<file path="src/rtl/syncfifo_lvl_if.sv">
// ---------------------------------------------------------------------------
// syncfifo_lvl_if
//   Bundles the data, handshake and status signals of syncfifo_lvl so that
//   producer, consumer and FIFO share one connection point.
//
// Parameters
//   WIDTH : data word width in bits
//   DEPTH : number of storage words (sets the width of level/peak_level)
//
// Signals
//   din, wr_en, rd_en, wm_clear         : driven by the user (master)
//   dout, empty, full, almost_empty,
//   almost_full, level, overflow,
//   underflow, peak_level               : driven by the FIFO (slave)
// ---------------------------------------------------------------------------
interface syncfifo_lvl_if #(
  parameter int WIDTH = 16,
  parameter int DEPTH = 12
);
  localparam int LW = $clog2(DEPTH + 1);

  logic [WIDTH-1:0] din;
  logic             wr_en;
  logic             rd_en;
  logic             wm_clear;
  logic [WIDTH-1:0] dout;
  logic             empty;
  logic             full;
  logic             almost_empty;
  logic             almost_full;
  logic [LW-1:0]    level;
  logic             overflow;
  logic             underflow;
  logic [LW-1:0]    peak_level;

  modport master (
    output din, wr_en, rd_en, wm_clear,
    input  dout, empty, full, almost_empty, almost_full,
           level, overflow, underflow, peak_level
  );

  modport slave (
    input  din, wr_en, rd_en, wm_clear,
    output dout, empty, full, almost_empty, almost_full,
           level, overflow, underflow, peak_level
  );
endinterface

</file>
<file path="src/rtl/syncfifo_lvl.sv">
// ---------------------------------------------------------------------------
// syncfifo_lvl
//   Single-clock FIFO of arbitrary depth with fill level, programmable
//   almost-full / almost-empty flags and overflow / underflow pulses.
//   Read mode is either standard (dout registered on an accepted read) or
//   first-word-fall-through (head word always presented on dout).
//
// Parameters
//   WIDTH : data word width
//   DEPTH : storage words, any integer >= 2
//   FWFT  : 0 = standard read, 1 = first-word-fall-through
//   AF_TH : almost_full  when level >= AF_TH
//   AE_TH : almost_empty when level <= AE_TH
//
// Ports
//   clk     : clock, rising edge
//   reset_n : synchronous active-low reset
//   bus     : syncfifo_lvl_if.slave (data, handshake, flags, level)
//
// Optional feature
//   `define SYNCFIFO_LVL_WATERMARK_EN to build the peak_level high-water
//   mark (cleared by wm_clear). Without it peak_level is tied to 0.
// ---------------------------------------------------------------------------
module syncfifo_lvl #(
  parameter int WIDTH = 16,
  parameter int DEPTH = 12,
  parameter int FWFT  = 0,
  parameter int AF_TH = DEPTH - 2,
  parameter int AE_TH = 2
) (
  input logic           clk,
  input logic           reset_n,
  syncfifo_lvl_if.slave bus
);
  localparam int LW = $clog2(DEPTH + 1);
  localparam int PW = (DEPTH > 1) ? $clog2(DEPTH) : 1;
  localparam logic [PW-1:0] PTR_LAST = PW'(DEPTH - 1);

  // Elaboration-time parameter sanity checks
  generate
    if (DEPTH < 2) begin : g_bad_depth
      $error("syncfifo_lvl: DEPTH must be >= 2");
    end
    if (AF_TH > DEPTH) begin : g_bad_af
      $error("syncfifo_lvl: AF_TH must be <= DEPTH");
    end
    if (AE_TH >= DEPTH) begin : g_bad_ae
      $error("syncfifo_lvl: AE_TH must be < DEPTH");
    end
    if ((FWFT != 0) && (FWFT != 1)) begin : g_bad_fwft
      $error("syncfifo_lvl: FWFT must be 0 or 1");
    end
  endgenerate

  logic [WIDTH-1:0] mem [DEPTH];

  logic [PW-1:0]    wr_ptr_reg, rd_ptr_reg;
  logic [PW-1:0]    wr_ptr_next, rd_ptr_next;
  logic [LW-1:0]    level_reg, level_next;
  logic [WIDTH-1:0] dout_reg;
  logic             empty_reg, full_reg;
  logic             almost_empty_reg, almost_full_reg;
  logic             overflow_reg, underflow_reg;
  logic             rd_acc, wr_acc;

  // Explicit wrap so non-power-of-two depths work
  function automatic logic [PW-1:0] ptr_inc(input logic [PW-1:0] p);
    return (p == PTR_LAST) ? '0 : p + PW'(1);
  endfunction

  // A write into a full FIFO is allowed only when a read frees a slot in
  // the same cycle; a read of an empty FIFO is never allowed (no bypass).
  assign rd_acc = bus.rd_en && !empty_reg;
  assign wr_acc = bus.wr_en && (!full_reg || rd_acc);

  assign wr_ptr_next = wr_acc ? ptr_inc(wr_ptr_reg) : wr_ptr_reg;
  assign rd_ptr_next = rd_acc ? ptr_inc(rd_ptr_reg) : rd_ptr_reg;

  always_comb begin
    level_next = level_reg;
    if (wr_acc && !rd_acc) begin
      level_next = level_reg + LW'(1);
    end else if (rd_acc && !wr_acc) begin
      level_next = level_reg - LW'(1);
    end
  end

  // Storage: not reset
  always_ff @(posedge clk) begin
    if (wr_acc) begin
      mem[wr_ptr_reg] <= bus.din;
    end
  end

  // Pointers, level and flags; flags come from the next level so they are
  // registered yet consistent with level in the same cycle.
  always_ff @(posedge clk) begin
    if (!reset_n) begin
      wr_ptr_reg       <= '0;
      rd_ptr_reg       <= '0;
      level_reg        <= '0;
      empty_reg        <= 1'b1;
      full_reg         <= 1'b0;
      almost_empty_reg <= 1'b1;
      almost_full_reg  <= 1'b0;
      overflow_reg     <= 1'b0;
      underflow_reg    <= 1'b0;
    end else begin
      wr_ptr_reg       <= wr_ptr_next;
      rd_ptr_reg       <= rd_ptr_next;
      level_reg        <= level_next;
      empty_reg        <= (level_next == '0);
      full_reg         <= (level_next == LW'(DEPTH));
      almost_empty_reg <= (level_next <= LW'(AE_TH));
      almost_full_reg  <= (level_next >= LW'(AF_TH));
      overflow_reg     <= bus.wr_en && !wr_acc;
      underflow_reg    <= bus.rd_en && !rd_acc;
    end
  end

  // Read data path
  generate
    if (FWFT == 1) begin : g_fwft
      // Keep dout loaded with the word that will be at the head after this
      // edge. When that head is the word being written right now (write
      // into empty, or read+write at level 1) it is not yet in the array,
      // so take it from din instead.
      always_ff @(posedge clk) begin
        if (!reset_n) begin
          dout_reg <= '0;
        end else if (level_next != '0) begin
          if (wr_acc && (wr_ptr_reg == rd_ptr_next)) begin
            dout_reg <= bus.din;
          end else begin
            dout_reg <= mem[rd_ptr_next];
          end
        end
      end
    end else begin : g_std
      always_ff @(posedge clk) begin
        if (!reset_n) begin
          dout_reg <= '0;
        end else if (rd_acc) begin
          dout_reg <= mem[rd_ptr_reg];
        end
      end
    end
  endgenerate

  // High-water mark
`ifdef SYNCFIFO_LVL_WATERMARK_EN
  logic [LW-1:0] peak_reg;

  always_ff @(posedge clk) begin
    if (!reset_n) begin
      peak_reg <= '0;
    end else if (bus.wm_clear) begin
      peak_reg <= level_next;
    end else if (level_next > peak_reg) begin
      peak_reg <= level_next;
    end
  end

  assign bus.peak_level = peak_reg;
`else
  logic unused_wm_clear;
  assign unused_wm_clear = bus.wm_clear;
  assign bus.peak_level  = '0;
`endif

  assign bus.dout         = dout_reg;
  assign bus.empty        = empty_reg;
  assign bus.full         = full_reg;
  assign bus.almost_empty = almost_empty_reg;
  assign bus.almost_full  = almost_full_reg;
  assign bus.level        = level_reg;
  assign bus.overflow     = overflow_reg;
  assign bus.underflow    = underflow_reg;

endmodule

</file>
<file path="src/flat_wrapper.sv">
// flat-port wrapper written by rule: the top's interface ports become plain ports
module syncfifo_lvl_flat 
#(
  parameter int WIDTH = 16,
  parameter int DEPTH = 12,
  parameter int FWFT  = 0,
  parameter int AF_TH = DEPTH - 2,
  parameter int AE_TH = 2
)
  (clk, reset_n, bus_din, bus_wr_en, bus_rd_en, bus_wm_clear, bus_dout, bus_empty, bus_full, bus_almost_empty, bus_almost_full, bus_level, bus_overflow, bus_underflow, bus_peak_level);
  syncfifo_lvl_if #(.WIDTH(WIDTH), .DEPTH(DEPTH)) bus_i ();
  input logic clk;
  input logic reset_n;
  input wire logic [$bits(bus_i.din)-1:0] bus_din;
  input wire logic [$bits(bus_i.wr_en)-1:0] bus_wr_en;
  input wire logic [$bits(bus_i.rd_en)-1:0] bus_rd_en;
  input wire logic [$bits(bus_i.wm_clear)-1:0] bus_wm_clear;
  output wire logic [$bits(bus_i.dout)-1:0] bus_dout;
  output wire logic [$bits(bus_i.empty)-1:0] bus_empty;
  output wire logic [$bits(bus_i.full)-1:0] bus_full;
  output wire logic [$bits(bus_i.almost_empty)-1:0] bus_almost_empty;
  output wire logic [$bits(bus_i.almost_full)-1:0] bus_almost_full;
  output wire logic [$bits(bus_i.level)-1:0] bus_level;
  output wire logic [$bits(bus_i.overflow)-1:0] bus_overflow;
  output wire logic [$bits(bus_i.underflow)-1:0] bus_underflow;
  output wire logic [$bits(bus_i.peak_level)-1:0] bus_peak_level;
  assign bus_i.din = bus_din;
  assign bus_i.wr_en = bus_wr_en;
  assign bus_i.rd_en = bus_rd_en;
  assign bus_i.wm_clear = bus_wm_clear;
  assign bus_dout = bus_i.dout;
  assign bus_empty = bus_i.empty;
  assign bus_full = bus_i.full;
  assign bus_almost_empty = bus_i.almost_empty;
  assign bus_almost_full = bus_i.almost_full;
  assign bus_level = bus_i.level;
  assign bus_overflow = bus_i.overflow;
  assign bus_underflow = bus_i.underflow;
  assign bus_peak_level = bus_i.peak_level;
  syncfifo_lvl #(.WIDTH(WIDTH), .DEPTH(DEPTH), .FWFT(FWFT), .AF_TH(AF_TH), .AE_TH(AE_TH)) u_core (.clk(clk), .reset_n(reset_n), .bus(bus_i));
endmodule
</file>
<file path="config.mk">
export PLATFORM = sky130hd
export DESIGN_NAME = syncfifo_lvl_flat
export DESIGN_NICKNAME = d
export VERILOG_FILES = /design/src/rtl/syncfifo_lvl_if.sv /design/src/rtl/syncfifo_lvl.sv /design/src/flat_wrapper.sv
export SDC_FILE = /design/constraint.sdc
export NUM_CORES = 1
export LEC_CHECK = 0
export CORE_MARGIN = 1
export CORE_UTILIZATION = 25
export DETAILED_ROUTE_END_ITERATION = 8
export GPL_TIMING_DRIVEN = 0
export PLACE_DENSITY = 0.36
export REMOVE_ABC_BUFFERS = 1
export SYNTH_ARGS = -nofsm -noshare
export SYNTH_HDL_FRONTEND = slang
export SYNTH_SLANG_ARGS = --single-unit
export TNS_END_PERCENT = 1
</file>
<file path="constraint.sdc">
create_clock -name clk -period 5.9 [get_ports clk]
set_clock_uncertainty 0.15 [all_clocks]
set_input_delay 1.18 -clock clk [delete_from_list [all_inputs] [get_ports clk]]
set_output_delay 1.18 -clock clk [all_outputs]
set_load 0.02 [all_outputs]
</file>
# Yosys cells after proc, flatten, opt, wreduce, memory -nomap -nowiden
# Memory sizes are Yosys's and may differ from the RTL's. A register that Yosys moved wholly into a read port is not among the register bits.
# Index checks and enable logic that the tools add are counted.
# op_classes
magnitude_cmp,2
muxes,6
addsub,4
n_eq_ne,3
reduce_logical,13
# op_table
cell,count
$mux 4,4
$add 4x1->4 const B,3
$eq 4x4->1 const B,3
$logic_and 1x1->1,6
$logic_not 1->1,5
$ge 4x4->1 const B,1
$le 4x2->1 const B,1
$logic_not 4->1,1
$sub 4x1->4 const B,1
$mux 1,2
$logic_or 1x1->1,1
# word_totals
reg_bits,18
ramBits,192
inputBits,21
n_memories,1
elab_cells,38
output_inout_bits,30
# mem_list
name,depth,width,read_ports,rd_ports_with_merged_regs,write_ports,line,source
u_core.mem,12,16,1,1,1,syncfifo_lvl.sv:55,logic [WIDTH-1:0] mem [DEPTH];

# Depth between registers and ports, before layout
# logic_depth
ltp_word,9
mapped_depth,8
ltp_nobuf,7

# Least setup slack after synthesis
# OpenSTA, ideal clock, no wires.
# synth_path
path_type,in2reg
startpoint,input bus_rd_en
endpoint,memory u_core.mem[0][0] (enable)
t_required_ns,5.341
stages,6
setup_time_ns,0.409
arrival_time_ns,2.987
path_slack_ns,2.354
path_buffers,2
path_cell_list,nand2b_1 buf_2 a21boi_1 buf_2 nand2_1 nor3_1
# synth_via
elab_chain_cells,5
# synth_lines
item,line,source
"start, declared",flat_wrapper.sv:16,input wire logic [$bits(bus_i.rd_en)-1:0] bus_rd_en;
$logic_and 1x1->1,syncfifo_lvl.sv:73,assign rd_acc = bus.rd_en && !empty_reg;
$logic_or 1x1->1,syncfifo_lvl.sv:74,assign wr_acc = bus.wr_en && (!full_reg || rd_acc);
$logic_and 1x1->1,syncfifo_lvl.sv:74,
$mux 1,syncfifo_lvl.sv:90,if (wr_acc) begin
$mux 1 (not written as such),syncfifo_lvl.sv:91,mem[wr_ptr_reg] <= bus.din;
"end, declared",syncfifo_lvl.sv:55,
# Every way passes these cells.

# Worst setup path in the final report
# layout_path
startpoint,input bus_rd_en
endpoint,memory u_core.mem[3][11] (enable)
# Same word-level chain as after synthesis.

==> metrics.txt <==
Synth cell types 45; count of final hold-check violations 0; WL/cell 21.4 µm; Placed Area ~0.010 mm²; Area Growth Syn to Fin 22.6%; Post-CTS Resized 0; number of enable flip-flop cells after synthesis 192; Worst setup EP type register; drt via density 4.50; clk_lat worst skew 0.53 ns; Remaining Overflow, GRT 0; CTS clk-pin slew, worst paths 0.06 ns; CTS sink count roughly 230; delay of the slowest critical-path stage 0.85 ns; sequential-to-total area share from yosys stat roughly three quarters; # hold bufs at CTS 0; Num CTS Buffers 26; Synth area leader edfxtp_1; RSZ-0062 raised after global routing no; vias ~4700; Slew Limit Fails 0; pre-CTS WS roughly 1 ns; most numerous cell on the critical path buf_6; CTS root buffer clkbuf_16; design area 0.0108 mm²; status finished clean; number of antenna diodes 0; CP top delay family simple AND/OR/NAND/NOR gates; Mapped Cells slightly above 500; total power 3.60 mW; chip height 189 µm; global-route wire length before repair 32900 µm; top area cells in the synthesized netlist edfxtp_1 66%, mux4_2 8.2%, dfxtp_1 7.7%, mux2i_1 3.6%, a21oi_1 2.3%; die area 0.0359 mm²; final core utilization 31.2%; CP required 5.98 ns; Routed Antenna Nets 0; Async SR Flop Fraction 0%; DIE WIDTH 189 µm; Synth Register Bits between 200 and 250; critical path class input pin to register; Synth Flop Type edfxtp_1; hpwl dp 12800 µm; Synth Cell Area between 0.008 and 0.009 mm²; row cnt between 60 and 70; VDD IR max 0.203 mV; post-route setup TNS 0 ns; largest net degree at the start of global routing 43; # port buffers 45; Initial Utilization 25.4%; initial antenna violation count 0; CP Cell Sequence clkdlybuf4s50_1 -> nand2b_2 -> a21boi_1 -> nand2_1 -> nor3_2 -> buf_6 -> buf_6; number of flip-flops in the largest register around 190; Core Region 0.0345 mm²; gr busiest metal met2; leakage 3.33 nW; H-tree levels 1; Synthesis Warnings 0; CP max-delay cell a21boi_1; GR met1 Demand/Resource 16.5%; Nets about 600; P per Cell Area 335 mW/mm²; Max-slew headroom approximately two fifths; CTS Buffer Depth 3; final hold slack 0.403 ns; Tmin final about 4.3 ns; worst setup margin 1.60 ns; MaxCap Viol Count 0; DRT Pass-1 Iters 4; final weighted congestion in routability-driven placement 0.670; final period utilization between 70 and 80%; CTS tree done; Worst Path Arrival roughly 4.4 ns; Setup-failing EPs final 0; worst-path maximum fanout 29; GR met2 Demand/Resource 22.1%; worst path bufs/invs 3; Worst setup SP type input pin; worst slew pin tran 0.910 ns; number of DRC markers in iteration 0 277; layout cells sized above 1 18.4%; GRT Total Usage 12.7%; Residual DRC 0; number of global-route vias before repair 4930; Post CTS Setup Buffer Count 0; IO Pins slightly above 50; dpl cells 996; Syn Area/Cell 17.1 µm²; maximum clock rate 233 MHz; worst hold path type register to register; top cell type's share of synthesized area 65.6%; overall routed net length 22300 µm; fin cells 1043; met3 global-route usage 2.06%
[kinds of logic after synthesis]
logic type                 count (synthesis)  synth area share, %
buffers and inverters                     45                 2.45
adders and majority gates                  7                0.997
muxes                                     64                 11.9
other                                      1               0.0427
xor gates and xnor gates                   3                0.385
and+or+nand+nor                           57                 3.19
AOI/OAI and AO/OA                        111                 7.69
DFF                                      226                 73.4
[cell usage in the layout, fill, tap and decap left out, types with 2 or more instances in the layout]
cell	netlist	layout
a21oi_1	41	41
conb_1	1	4
dfxtp_1	34	30
buf_12	0	3
nand2_1	12	12
nor2_1	21	13
clkbuf_8	0	3
buf_8	0	5
a31oi_1	4	4
dfxtp_2	0	3
nor3_1	7	3
edfxtp_1	192	192
ha_1	7	7
clkbuf_1	14	8
a311oi_1	2	2
nor3_2	0	4
clkbuf_16	0	26
a211oi_1	2	2
clkdlybuf4s50_1	0	44
a221oi_1	16	16
buf_16	0	2
buf_6	0	6
o21ai_1	17	17
o21ai_0	18	18
and2_1	4	4
clkinv_2	0	4
o31ai_1	2	2
nor2_4	0	4
inv_1	7	7
mux2i_1	32	32
nor2_2	0	4
xnor2_1	2	2
mux4_2	32	32
clkinv_1	0	4
[layer usage]
| layer | wire [µm] | part of all wire, % | up-vias |
|---|---|---|---|
| met2 | 10900 | 49 | 100 |
| met1 | 10100 | 45 | 2410 |
| met4 | 384 | 1.7 | 0 |
| met3 | 925 | 4.1 | 29 |
| met5 | 0 | 0 | - |
| li1 | - | - | 2152 |
[power breakdown]
group	switching, mW	internal [mW]	leakage (nW)
Sequential	0.0357	1.77	2.02
Combinational	0.161	0.125	0.921
Clock	0.616	0.891	0.394
[cell type report]
cell class | instances | area, µm²
tap | 455 | 569
clock buffer | 37 | 722
fill | 3457 | 23800
multi-input combinational | 246 | 2210
inverter | 8 | 30.0
timing repair buffer | 61 | 703
clock inverter | 10 | 81.3
sequential | 226 | 6450
[worst reg2reg max path, stage by stage (launching register included)]
cell and delay, ns:
dfxtp_1 0.36, nand2b_2 0.64, a21boi_1 0.85, nand2_1 0.31
nor3_2 0.58, buf_6 0.24, buf_6 0.16
[final timing paths]
kind                            start                   to  slack [ns]  depth (start not counted)
setup reg to reg     u_core.bus.empty    u_core.mem[3][11]        2.32                          6
hold reg to reg   u_core.bus.dout[13]  u_core.bus.dout[13]        0.40                          2
setup / recovery            bus_rd_en    u_core.mem[3][11]        1.60                          7
hold / removal    u_core.bus.dout[13]  u_core.bus.dout[13]        0.40                          2
[synthesized netlist by cell type, types with 10 or more instances]
cell type  instances
o21ai_1           17
o21ai_0           18
nor2_1            21
clkbuf_1          14
a21oi_1           41
a221oi_1          16
nand2_1           12
mux2i_1           32
dfxtp_1           34
edfxtp_1         192
buf_2             10
mux4_2            32
Note: power is estimated with default switching activity, not from simulation.
